`config.mk`:
```
export PLATFORM = sky130hd
export DESIGN_NAME = datamem_ctrl_flat
export DESIGN_NICKNAME = d
export VERILOG_FILES = /design/src/rtl/datamem_ctrl_if.sv /design/src/rtl/datamem_ctrl.sv /design/src/flat_wrapper.sv
export SDC_FILE = /design/constraint.sdc
export NUM_CORES = 1
export LEC_CHECK = 0
export CAP_MARGIN = 20
export CORE_MARGIN = 8
export CORE_UTILIZATION = 35
export DETAILED_ROUTE_END_ITERATION = 8
export PLACE_DENSITY_LB_ADDON = 0.05
export SYNTH_ARGS = -nofsm -noshare
export SYNTH_HDL_FRONTEND = slang
export SYNTH_SLANG_ARGS = --single-unit
```
`constraint.sdc`:
```
create_clock -name clk -period 4.4 [get_ports clk]
set_input_delay 0.66 -clock clk [delete_from_list [all_inputs] [get_ports clk]]
set_output_delay 0.66 -clock clk [all_outputs]
set_load 0.01 [all_outputs]
```
`src/rtl/datamem_ctrl_if.sv`:
```
// Core-side request bus and memory-side pin bundle of the data memory controller.
// slave = controller view, master = core plus memory environment view.
interface datamem_ctrl_if #(
    parameter int SZ_LOG2 = 16
) ();
    logic               req;
    logic               wr;
    logic [SZ_LOG2-1:0] addr;
    logic [7:0]         wdata;
    logic               ack;
    logic [7:0]         rdata;
    logic               busy;
    logic               mem_ce;
    logic               mem_we;
    logic [SZ_LOG2-1:0] mem_addr;
    logic [7:0]         mem_din;
    logic [7:0]         mem_dout;

    modport slave (
        input  req, wr, addr, wdata, mem_dout,
        output ack, rdata, busy, mem_ce, mem_we, mem_addr, mem_din
    );

    modport master (
        output req, wr, addr, wdata, mem_dout,
        input  ack, rdata, busy, mem_ce, mem_we, mem_addr, mem_din
    );
endinterface

```
`src/rtl/datamem_ctrl.sv`:
```
// Single-request sequencer driving a byte-wide data memory with registered ce/we/addr/din.
// Optional feature macro: DATAMEM_CTRL_POSTED_WR_EN (writes acknowledge in SETUP).
module datamem_ctrl #(
    parameter int SZ_LOG2 = 16,
    parameter int WAIT    = 0
) (
    input  logic          clk,
    input  logic          rst_n,
    datamem_ctrl_if.slave bus
);
    typedef enum logic [2:0] {
        S_IDLE,
        S_SETUP,
        S_ACCESS,
        S_WRITE,
        S_DONE
    } state_t;

    state_t             r_state;
    state_t             w_state_nxt;
    logic [3:0]         r_cnt;
    logic               r_wr;
    logic               r_mem_ce;
    logic               r_mem_we;
    logic               r_ack;
    logic               r_busy;
    logic [7:0]         r_rdata;
    logic [SZ_LOG2-1:0] r_mem_addr;
    logic [7:0]         r_mem_din;
    logic               w_accept;
    logic               w_ack_nxt;

    assign w_accept = (r_state == S_IDLE) && bus.req;

    always_comb begin
        w_state_nxt = r_state;
        case (r_state)
            S_IDLE:   if (bus.req) w_state_nxt = S_SETUP;
            S_SETUP:  w_state_nxt = S_ACCESS;
            S_ACCESS: if (r_cnt == 4'd0) w_state_nxt = r_wr ? S_WRITE : S_DONE;
            S_WRITE:  w_state_nxt = S_DONE;
            S_DONE:   w_state_nxt = S_IDLE;
            default:  w_state_nxt = S_IDLE;
        endcase
    end

`ifdef DATAMEM_CTRL_POSTED_WR_EN
    // Posted writes acknowledge on entry to SETUP; their DONE stays silent.
    always_comb begin
        w_ack_nxt = 1'b0;
        if (w_accept && bus.wr)
            w_ack_nxt = 1'b1;
        else if (w_state_nxt == S_DONE && !r_wr)
            w_ack_nxt = 1'b1;
    end
`else
    always_comb begin
        w_ack_nxt = (w_state_nxt == S_DONE);
    end
`endif

    // Outputs are decoded from the next state so every memory pin comes straight from a flop.
    always_ff @(posedge clk or negedge rst_n) begin
        if (!rst_n) begin
            r_state    <= S_IDLE;
            r_cnt      <= 4'd0;
            r_wr       <= 1'b0;
            r_mem_ce   <= 1'b0;
            r_mem_we   <= 1'b0;
            r_ack      <= 1'b0;
            r_busy     <= 1'b0;
            r_rdata    <= 8'h00;
            r_mem_addr <= '0;
            r_mem_din  <= 8'h00;
        end else begin
            r_state  <= w_state_nxt;
            r_mem_ce <= (w_state_nxt == S_ACCESS) || (w_state_nxt == S_WRITE);
            r_mem_we <= (w_state_nxt == S_WRITE);
            r_busy   <= (w_state_nxt != S_IDLE);
            r_ack    <= w_ack_nxt;
            if (w_accept) begin
                r_wr       <= bus.wr;
                r_mem_addr <= bus.addr;
                r_mem_din  <= bus.wdata;
            end
            if (r_state == S_SETUP)
                r_cnt <= 4'(WAIT);
            else if (r_state == S_ACCESS && r_cnt != 4'd0)
                r_cnt <= r_cnt - 4'd1;
            if (r_state == S_ACCESS && r_cnt == 4'd0 && !r_wr)
                r_rdata <= bus.mem_dout;
        end
    end

    assign bus.ack      = r_ack;
    assign bus.rdata    = r_rdata;
    assign bus.busy     = r_busy;
    assign bus.mem_ce   = r_mem_ce;
    assign bus.mem_we   = r_mem_we;
    assign bus.mem_addr = r_mem_addr;
    assign bus.mem_din  = r_mem_din;
endmodule

```
`src/flat_wrapper.sv`:
```
// flat-port wrapper written by rule: the top's interface ports become plain ports
module datamem_ctrl_flat 
#(
    parameter int SZ_LOG2 = 16,
    parameter int WAIT    = 0
)
  (clk, rst_n, bus_req, bus_wr, bus_addr, bus_wdata, bus_mem_dout, bus_ack, bus_rdata, bus_busy, bus_mem_ce, bus_mem_we, bus_mem_addr, bus_mem_din);
  datamem_ctrl_if #(.SZ_LOG2(SZ_LOG2)) bus_i ();
  input  logic clk;
  input  logic rst_n;
  input wire logic [$bits(bus_i.req)-1:0] bus_req;
  input wire logic [$bits(bus_i.wr)-1:0] bus_wr;
  input wire logic [$bits(bus_i.addr)-1:0] bus_addr;
  input wire logic [$bits(bus_i.wdata)-1:0] bus_wdata;
  input wire logic [$bits(bus_i.mem_dout)-1:0] bus_mem_dout;
  output wire logic [$bits(bus_i.ack)-1:0] bus_ack;
  output wire logic [$bits(bus_i.rdata)-1:0] bus_rdata;
  output wire logic [$bits(bus_i.busy)-1:0] bus_busy;
  output wire logic [$bits(bus_i.mem_ce)-1:0] bus_mem_ce;
  output wire logic [$bits(bus_i.mem_we)-1:0] bus_mem_we;
  output wire logic [$bits(bus_i.mem_addr)-1:0] bus_mem_addr;
  output wire logic [$bits(bus_i.mem_din)-1:0] bus_mem_din;
  assign bus_i.req = bus_req;
  assign bus_i.wr = bus_wr;
  assign bus_i.addr = bus_addr;
  assign bus_i.wdata = bus_wdata;
  assign bus_i.mem_dout = bus_mem_dout;
  assign bus_ack = bus_i.ack;
  assign bus_rdata = bus_i.rdata;
  assign bus_busy = bus_i.busy;
  assign bus_mem_ce = bus_i.mem_ce;
  assign bus_mem_we = bus_i.mem_we;
  assign bus_mem_addr = bus_i.mem_addr;
  assign bus_mem_din = bus_i.mem_din;
  datamem_ctrl #(.SZ_LOG2(SZ_LOG2), .WAIT(WAIT)) u_core (.clk(clk), .rst_n(rst_n), .bus(bus_i));
endmodule
```
==> results of run 1 <==
[area by class of cell]
| cell class | instances | area share (%) |
|---|---|---|
| Clock buffer | 5 | 2.51 |
| Inverter | 2 | 0.274 |
| Clock inverter | 3 | 1.55 |
| Tap cell | 70 | 3.20 |
| Timing Repair Buffer | 73 | 26.8 |
| Multi-Input combinational cell | 66 | 25.5 |
| Sequential cell | 44 | 40.2 |
[power by group through the flow]
stage / Clock, mW / Sequential [mW] / Combinational (mW)
after CTS: 0.320 / 0.708 / 0.885
after global placement: 0 / 0.702 / 0.869
final: 0.307 / 0.703 / 0.867
after global routing: 0.335 / 0.735 / 0.928
after floorplan: 0 / 0.770 / 0.387
after detailed placement: 0 / 0.710 / 0.882
[critical path, cell delays in order]
cell             delay, ns
clkdlybuf4s50_1       0.49
nor4b_4               0.20
buf_4                 0.43
mux2_2                0.39
[registers in the layout, indices dropped and copies added (netlist names)]
signal and cells:
u_core.r_state 3, u_core.bus.ack 1, u_core.r_wr 1, u_core.bus.mem_addr 16
u_core.r_cnt 4, u_core.bus.mem_ce 1, u_core.bus.busy 1, u_core.bus.rdata 8
u_core.bus.mem_we 1, u_core.bus.mem_din 8
[cells by family (layout without fill, tap and decap cells)]
kind of cell	after synthesis	count (layout)	synth area share (%)
muxes	34	34	24.6
DFF	44	44	59.9
adders and majority gates	2	2	1.36
buffers and inverters	5	83	2.24
and+or+nand+nor	22	22	8.91
AOI/OAI and AO/OA	8	8	2.99
[per-stage QoR]
| stage | setup WS, ns | hold slack, ns | instance area (µm²) | util, % |
|---|---|---|---|---|
| after detailed placement | 2.08 | 0.492 | 2610 | 51.4 |
| final | 2.41 | 0.166 | 2740 | 53.9 |
| after global placement | 2.15 | 0.485 | 2610 | 51.4 |
| after global routing | 2.32 | 0.151 | 2740 | 53.9 |
| after CTS | 2.39 | 0.513 | 2720 | 53.6 |
| after floorplan | 2.68 | 0.364 | 1840 | - |
[worst max-delay path by stage]
stage	from	end	cells past startpoint
global route	bus_req	u_core.bus.mem_addr[5]	4
global placement	bus_req	u_core.bus.mem_addr[3]	4
detailed placement	bus_req	u_core.bus.mem_addr[0]	4
CTS	bus_req	u_core.bus.mem_addr[0]	4
finish	bus_req	u_core.bus.mem_addr[0]	4
floorplan	bus_req	u_core.bus.mem_addr[10]	3
[cells in the final DEF (no fill, tap or decap), types with 2 or more instances in the layout]
cell type,instances
a21oi_1,2
or3b_2,3
inv_1,2
clkdlybuf4s50_1,70
nor2_1,4
nand2b_1,2
mux2_4,19
dfrtp_1,44
nand3_1,2
clkbuf_8,5
nor3b_1,2
mux2_2,14
ha_1,2
o31ai_1,2
[per-layer routing]
metal  part of all wire, %  wire [µm]  up-vias
met3                    13        542        2
met4                  0.65         27        0
met5                     0          0        -
met2                    46       1930       56
met1                    40       1660      576
li1                      -          -      565
==> key figures, run 1 <==
Synthesis
  – Post-synth top area cell: dfrtp_1
  – Top-area cell type share of the netlist area: between 50% and 60%
  – Mapped Nets: between 150 and 200
  – Synth Warn #: 0
  – Synthesized area: 0.00184 mm²
  – Ys flop type: dfrtp_1
  – Commonest cells post-synth: 44 x dfrtp_1, 19 x mux2_4, 14 x mux2_2, 4 x nor2_1
  – Seq cells post-synth: 44
  – Cells after Synth: between 100 and 150
  – Synth top area cells: dfrtp_1 60%, mux2_4 16%, mux2_2 8.6%, buf_6 1.8%, or3b_2 1.4%
  – Synth unique cells: 27
  – Seq/Total Area, Yosys: around 60%
  – Syn avg cell area: about 16 µm²
  – Asr flop ratio synth: 100%
  – Most frequent cell after synthesis: dfrtp_1
  – EDFF count, synth: 0

Power and ir drop
  – Leak: 1.18 nW
  – Internal power: ~1.3 mW
  – Sw Ratio: 29.7%
  – Power after layout: between 1.5 and 2 mW
  – Comb pwr share: between 40% and 50%
  – Psw: 558 µW
  – VDD IR max: between 0.3 and 0.4 mV
  – Flop pwr share: ~38%
  – Clock Power Share: 16.4%
  – Pwr dens: about 700 mW/mm²

Critical path
  – Crit. End Element: flip-flop
  – Critical path peak fanout: 26
  – Worst R2R Setup Slack: about 2.6 ns
  – CP required: 4.58 ns
  – Setup Crit Path Kind: in2reg
  – R2R cell count: 5
  – CP Launch Type: input port
  – Worst Path Arrival: about 2.2 ns
  – Worst R2R Start: u_core.r_cnt[0]
  – Reg2reg end: u_core.bus.rdata[0]

GRT
  – Gr ovfl total: 0
  – First-pass GRT wire length: about 6700 µm
  – Met2 Use GR: 17.2%
  – All-Layer GR Usage: approximately 11%
  – Met3 usage: 7.43%
  – Largest net degree at the start of global routing: between 40 and 50
  – Grt peak-use layer: met2
  – Grt met1 use: between 10 and 15%
  – Vias in the first global route: 1376
  – Initial antenna violation count: 0

Die
  – Starting Density: a little over a third
  – Die Ht: 88.5 µm
  – I/O pin cnt: 72
  – Die area: just under 0.008 mm²
  – Core Region: slightly above 0.005 mm²
  – Die Width: 88.5 µm
  – Rows: 26

Timing
  – Fmax: just over 0.5 GHz
  – Hold violation count in the final report: 0
  – Final setup fails: 0
  – Tmin final: approximately 2.0 ns
  – Setup TNS: 0 ns
  – Final period utilization: 45.2%
  – Slew margin rel.: between 60% and 70%
  – Skew final: ~0.0048 ns
  – RSZ-0062 raised after global routing: no
  – Pins Over Slew Limit: 0
  – Worst slew pin tran: approximately 0.48 ns

Clock network
  – Clock slew at reported path FFs: about 0.08 ns
  – Clock sinks: 44
  – CTS tree: yes
  – Root buf cell: clkbuf_8
  – Clk_lat worst skew: between 0.2 and 0.3 ns
  – CTS H-Tree Depth: 2
  – Clk buf depth: 2
  – # Post-CTS Setup Buffers: 0
  – CTS Hold Bufs: 0
  – Post-cts sizing count: 0
  – CTS Buf Count: 5

Layout
  – Final #Nets: 230
  – Ratio of cells with drive above 1 in the final layout: about 27%
  – Register area: 0.00110 mm²
  – Multi-input gate area: around 700 µm²
  – Final Instance Count excl. Fillers: between 200 and 300
  – Antenna Cells: 0
  – Fillers: roughly 440
  – Area Growth Syn to Fin: 48.8%

Drt
  – Drt wl/cell: about 16 µm
  – DRT iter0 DRCs: 39
  – DR DRC count: 0
  – Pre-Repair DR Iteration Count: 4
  – Vias per cell: between 4 and 5
  – Via count: about 1200
  – Antenna viol nets, final: 0
  – Final wirelength: slightly above 4000 µm

Run status
  – Outcome: complete, no violations

Place
  – RD Place Congestion: 0.692
  – I/O Buffers: 71
  – Post-detail-place hpwl: 3050 µm
  – Inst Count DP: ~250

Job
  – MaxCap Viol Count: 0

Worst hold path
  – Hold WC Path Type: in2async
Note: power is estimated with default switching activity, not from simulation.
==> run 2, diff against run 1 <==
Clock period 4.4 ns to 1.9 ns, I/O delays scaled along.
==> run 2 against run 1 <==
Critical path depth grew 1. Cell count grew 1.1%. Clock-buffer cell count is the same. Power grew 130%. Largest power group unchanged. Sequential power grew 130%. Highest routed layer unchanged. Sequential cell count is the same.
==> key figures, run 2 (synthesis results as in run 1) <==
Run status
  – Outcome: complete, no violations

Die
  – Die Width: 88.5 µm (unchanged)
  – Die Ht: 88.5 µm (unchanged)
  – Starting Density: 36.2% (unchanged)
  – Rows: 26 (unchanged)
  – Core Region: 0.00507 mm² (unchanged)
  – I/O pin cnt: 72 (unchanged)
  – Die area: 0.00783 mm² (unchanged)

Timing
  – Hold violation count in the final report: 0 (unchanged)
  – Worst slew pin tran: 0.556 ns (+0.0787 ns)
  – Skew final: 0.00329 ns (-0.00152 ns)
  – Setup TNS: 0 ns (unchanged)
  – Final setup fails: 0 (unchanged)
  – Tmin final: 1.62 ns
  – RSZ-0062 raised after global routing: no
  – Pins Over Slew Limit: 0 (unchanged)
  – Fmax: 0.618 GHz
  – Final period utilization: between 80% and 90%
  – Slew margin rel.: 63.0% (-5.2 points)

Critical path
  – Critical-path top delay cell: dfrtp_1
  – Worst Path Buf+Inv: 1 (-1)
  – Setup Crit Path Kind: reg2reg
  – Crit. End Element: flip-flop
  – Worst Path Arrival: 1.80 ns (-0.37 ns)
  – Critical path peak fanout: 8 (-69%)
  – Critical Path Max Stage Delay: 0.40 ns (-0.09 ns)
  – CP Launch Type: flip-flop
  – CP top delay family: simple AND/OR/NAND/NOR gates
  – CP required: 2.08 ns (-2.50 ns)
  – Cell chain of the critical path: inv_1 -> ha_1 -> nor4b_2 -> nand2_2 -> mux2_2

Drt
  – DR DRC count: 0 (unchanged)
  – Pre-Repair DR Iteration Count: 3 (-1)
  – Final wirelength: 4140 µm (-0.50%)
  – DRT iter0 DRCs: 42 (+7.7%)
  – Antenna viol nets, final: 0 (unchanged)
  – Drt wl/cell: 15.6 µm (-1.6%)
  – Vias per cell: 4.61 (+1.2%)
  – Via count: 1227 (+2.3%)

Clock network
  – Clock sinks: 44 (unchanged)
  – Clk_lat worst skew: 0.29 ns (about the same)
  – Root buf cell: clkbuf_8
  – Clock slew at reported path FFs: 0.08 ns (about the same)
  – # Post-CTS Setup Buffers: 0 (unchanged)
  – Clk buf depth: 2 (unchanged)
  – CTS tree: yes
  – CTS Buf Count: 5 (unchanged)
  – CTS H-Tree Depth: 2 (unchanged)

Layout
  – Area Growth Syn to Fin: 50.2%
  – Antenna Cells: 0 (unchanged)
  – Fillers: 449 (+2.3%)
  – Flip-flop count of the largest register after layout: 16 (unchanged)
  – Most frequent cells in the layout: 70 x clkdlybuf4s50_1, 44 x dfrtp_1, 19 x mux2_4
  – Ratio of cells with drive above 1 in the final layout: 27.6% (+0.61 points)
  – Final cell utilization of the core: 54.4% (+0.49 points)
  – Final #Nets: 233 (+1.3%)
  – Final Instance Count excl. Fillers: 266 (+1.1%)
  – Most common cell after layout, fill and taps aside: clkdlybuf4s50_1

GRT
  – All-Layer GR Usage: 11.1% (-0.14 points)
  – Gr ovfl total: 0 (unchanged)
  – Vias in the first global route: 1375 (-0.073%)
  – Largest net degree at the start of global routing: 27 (-40%)
  – Initial antenna violation count: 0 (unchanged)
  – First-pass GRT wire length: 6670 µm (-1.0%)

Power and ir drop
  – Pwr dens: 1590 mW/mm² (+130%)
  – Leak: 1.19 nW (+1.1%)
  – VDD IR max: 0.700 mV (+130%)

Place
  – Post-detail-place hpwl: 3120 µm (+2.3%)
  – Inst Count DP: 257 (+1.2%)
  – RD Place Congestion: 0.678 (-1.9%)
  – I/O Buffers: 71 (unchanged)

Worst hold path
  – Hold WC Path Type: reg2reg

Job
  – MaxCap Viol Count: 0 (unchanged)
## run 2: layout make-up
class	count	area, µm²	area share [%]
Multi-Input combinational cell	66	697	25.2
Clock buffer	5	68.8	2.49
Tap cell	70	87.6	3.17
Sequential cell	44	1100	39.9
Inverter	2	7.51	0.272
Clock inverter	3	42.5	1.54
Timing Repair Buffer	76	758	27.4
## run 2: metal layers
metal	vias to the layer above	GRT usage, %	part of all wire, %
met5	-	0	0
met4	0	4.15	1.3
met3	7	6.69	12
met2	48	17.5	48
met1	605	11.9	39
li1	567	-	-
## run 2: power breakdown
| group | leakage [nW] | internal [mW] | switching [mW] | total [mW] |
|---|---|---|---|---|
| clock | 0.0541 | 0.389 | 0.319 | 0.708 |
| combinational | 0.607 | 1.35 | 0.712 | 2.06 |
| sequential | 0.533 | 1.36 | 0.272 | 1.63 |
## run 2: metrics by stage
step / setup WS [ns] / instance area [µm²] / hold WS (ns) / power, mW
5_1_grt: 0.157 / 2760 / 0.526 / 4.67
4_1_cts: 0.264 / 2760 / 0.514 / 4.48
3_3_place_gp: 0.154 / 2640 / 0.297 / 3.69
6_report: 0.281 / 2760 / 0.513 / 4.40
2_1_floorplan: 0.272 / 1840 / -0.0106 / 2.68
3_5_place_dp: 0.122 / 2640 / 0.314 / 3.73
## run 2: repair_timing
action	4_1_cts	5_1_grt
hold endpoints to repair	24	0
hold buffers	1	0
resized for setup	0	0
endpoints found under the setup margin	0	0
## run 2: path summary, 6_finish.rpt
path                                  startpoint  depth (start not counted)  slack (ns)                       to
max                              u_core.r_cnt[0]                          5        0.28      u_core.bus.rdata[6]
max in group asynchronous                  rst_n                          3        0.71  u_core.bus.mem_addr[11]
max reg2reg                      u_core.r_cnt[0]                          5        0.28      u_core.bus.rdata[6]
min reg2reg                u_core.bus.mem_din[6]                          1        0.51    u_core.bus.mem_din[6]
min                        u_core.bus.mem_din[6]                          1        0.51    u_core.bus.mem_din[6]
min in group asynchronous                  rst_n                          2        0.52          u_core.r_cnt[0]
==> run 3, diff against run 2 <==
Settings changed: CORE_UTILIZATION 35 to 43.
==> run 3 against run 2 <==
Register-to-register slack got worse by 0.04 ns. First-iteration DRC count increased by 100%. Routed wire length grew 1.2%. Largest power group unchanged. Clock power down 17%. Sequential share of layout area increased by 0.49 points. Hold slack got worse by 0.012 ns.
==> key figures, run 3 (synthesis results as in run 1) <==
Critical path
  – Crit. End Element: flip-flop
  – CP Launch Type: flip-flop
  – CP required: 2.08 ns (about the same)
  – Worst R2R Setup Slack: 0.24 ns (-0.04 ns)
  – Critical path peak fanout: 8 (unchanged)
  – Setup Crit Path Kind: reg2reg
  – Worst Path Arrival: 1.84 ns (+0.04 ns)

Clock network
  – CTS tree: yes
  – CTS H-Tree Depth: 2 (unchanged)
  – Clk buf depth: 2 (unchanged)
  – Post-cts sizing count: 0 (unchanged)
  – Root buf cell: clkbuf_8
  – CTS Hold Bufs: 1 (unchanged)
  – Clock slew at reported path FFs: 0.08 ns (about the same)
  – CTS Buf Count: 5 (unchanged)
  – Clk_lat worst skew: 0.29 ns (about the same)
  – # Post-CTS Setup Buffers: 0 (unchanged)
  – Clock sinks: 44 (unchanged)

Drt
  – Pre-Repair DR Iteration Count: 4 (+1)
  – Drt wl/cell: 17.0 µm (+9.4%)
  – Antenna viol nets, final: 0 (unchanged)
  – DR DRC count: 0 (unchanged)
  – DRT iter0 DRCs: 86 (+100%)
  – Via count: 1224 (-0.24%)
  – Final wirelength: 4190 µm (+1.2%)
  – Vias per cell: 4.98 (+7.9%)

Die
  – Core Region: 0.00406 mm² (-20%)
  – Die Ht: 81.4 µm (-8.0%)
  – Rows: 23 (-12%)
  – Die Width: 81.4 µm (-8.0%)
  – I/O pin cnt: 72 (unchanged)
  – Die area: 0.00663 mm² (-15%)
  – Starting Density: 45.3% (+9.1 points)

Power and ir drop
  – Clock Power Share: 13.8% (-2.3 points)
  – Sw Ratio: 29.9% (+0.32 points)
  – Flop pwr share: 38.1% (+1.0 points)
  – VDD IR max: 0.767 mV (+9.6%)
  – Psw: 1.28 mW (-1.4%)
  – Power after layout: 4.29 mW (-2.4%)
  – Pwr dens: 1570 mW/mm² (-1.2%)
  – Comb pwr share: 48.1% (+1.3 points)
  – Internal power: 3.01 mW (-2.9%)
  – Leak: 1.19 nW (-0.34%)

Timing
  – Worst slew pin tran: 0.537 ns (-0.0188 ns)
  – Fmax: 0.602 GHz (-2.5%)
  – Final period utilization: 87.4% (+2.2 points)
  – Setup ws final: 0.239 ns (-0.0416 ns)
  – Skew final: 0.00635 ns (+0.00306 ns)
  – Final setup fails: 0 (unchanged)
  – Hold violation count in the final report: 0 (unchanged)
  – Slew margin rel.: 64.2% (+1.3 points)
  – Setup TNS: 0 ns (unchanged)
  – Tmin final: 1.66 ns (+0.0416 ns)
  – Pins Over Slew Limit: 0 (unchanged)
  – RSZ-0062 raised after global routing: no

GRT
  – Largest net degree at the start of global routing: 27 (unchanged)
  – Initial antenna violation count: 0 (unchanged)
  – Gr ovfl total: 0 (unchanged)
  – Vias in the first global route: 1402 (+2.0%)
  – All-Layer GR Usage: 13.5% (+2.4 points)
  – First-pass GRT wire length: 6820 µm (+2.2%)

Layout
  – Fillers: 296 (-34%)
  – Antenna Cells: 0 (unchanged)
  – Post-route cell area: 0.00273 mm² (-1.2%)
  – Area Growth Syn to Fin: 48.4%
  – Most frequent cells in the layout: 70 x clkdlybuf4s50_1, 44 x dfrtp_1, 19 x mux2_4
  – Most common cell after layout, fill and taps aside: clkdlybuf4s50_1
  – Flip-flop count of the largest register after layout: 16 (unchanged)
  – Ratio of cells with drive above 1 in the final layout: 26.5% (-1.0 points)
  – Final #Nets: 233 (unchanged)

Place
  – I/O Buffers: 71 (unchanged)
  – Pre-CTS WS: 0.136 ns (+0.0139 ns)
  – Area after DPL: 0.00263 mm² (-0.47%)
  – Post-detail-place hpwl: 3220 µm (+3.3%)
  – RD Place Congestion: 0.771 (+14%)

Run status
  – Outcome: complete, no violations

Job
  – MaxCap Viol Count: 0 (unchanged)

Worst hold path
  – Hold WC Path Type: in2async
## run 3: worst max-delay path, cell delays in order, from the launching register on
cell and delay, ns:
dfrtp_1 0.40, inv_1 0.11, ha_1 0.19, nor4b_2 0.32
nand2_2 0.22, mux2_2 0.31
## run 3: layer usage
layer,vias to the layer above,share of wire (%),wire length (µm),GRT usage (%)
met1,603,38,1580,14.8
met4,0,1.6,68,6.79
li1,566,-,-,-
met2,48,50,2090,21.7
met3,7,11,444,6.29
met5,-,0,0,0
## run 3: area by class of cell
cell class / instances / area (µm²) / share of cell area [%]
Tap cell: 50 / 62.6 / 2.29
Multi-Input combinational cell: 66 / 697 / 25.5
Inverter: 2 / 7.51 / 0.275
Clock buffer: 8 / 90.1 / 3.30
Timing Repair Buffer: 76 / 771 / 28.2
Sequential cell: 44 / 1100 / 40.3
## run 3: power groups by stage
stage / Clock, mW / Combinational (mW) / Sequential, mW
2_1_floorplan: 0 / 0.896 / 1.78
3_3_place_gp: 0 / 2.06 / 1.62
3_5_place_dp: 0 / 2.10 / 1.65
4_1_cts: 0.608 / 2.11 / 1.64
5_1_grt: 0.651 / 2.21 / 1.71
6_report: 0.591 / 2.06 / 1.64
## run 3: worst paths after layout
path | from | to | cells past startpoint
worst max-delay path | u_core.r_cnt[0] | u_core.bus.rdata[3] | 5
worst min-delay path | rst_n | u_core.r_cnt[2] | 2
worst max register to register | u_core.r_cnt[0] | u_core.bus.rdata[3] | 5
worst min register to register | u_core.bus.rdata[0] | u_core.bus.rdata[0] | 1
max in group asynchronous | rst_n | u_core.bus.mem_addr[12] | 3
min in group clk | u_core.bus.rdata[0] | u_core.bus.rdata[0] | 1
## run 3: per-stage QoR
stage	hold slack (ns)	utilization (%)	std cells
2_1_floorplan	-0.0106	-	115
3_3_place_gp	0.288	64.8	237
5_1_grt	0.538	67.3	246
6_report	0.501	67.3	246
3_5_place_dp	0.300	64.8	237
4_1_cts	0.516	67.3	246
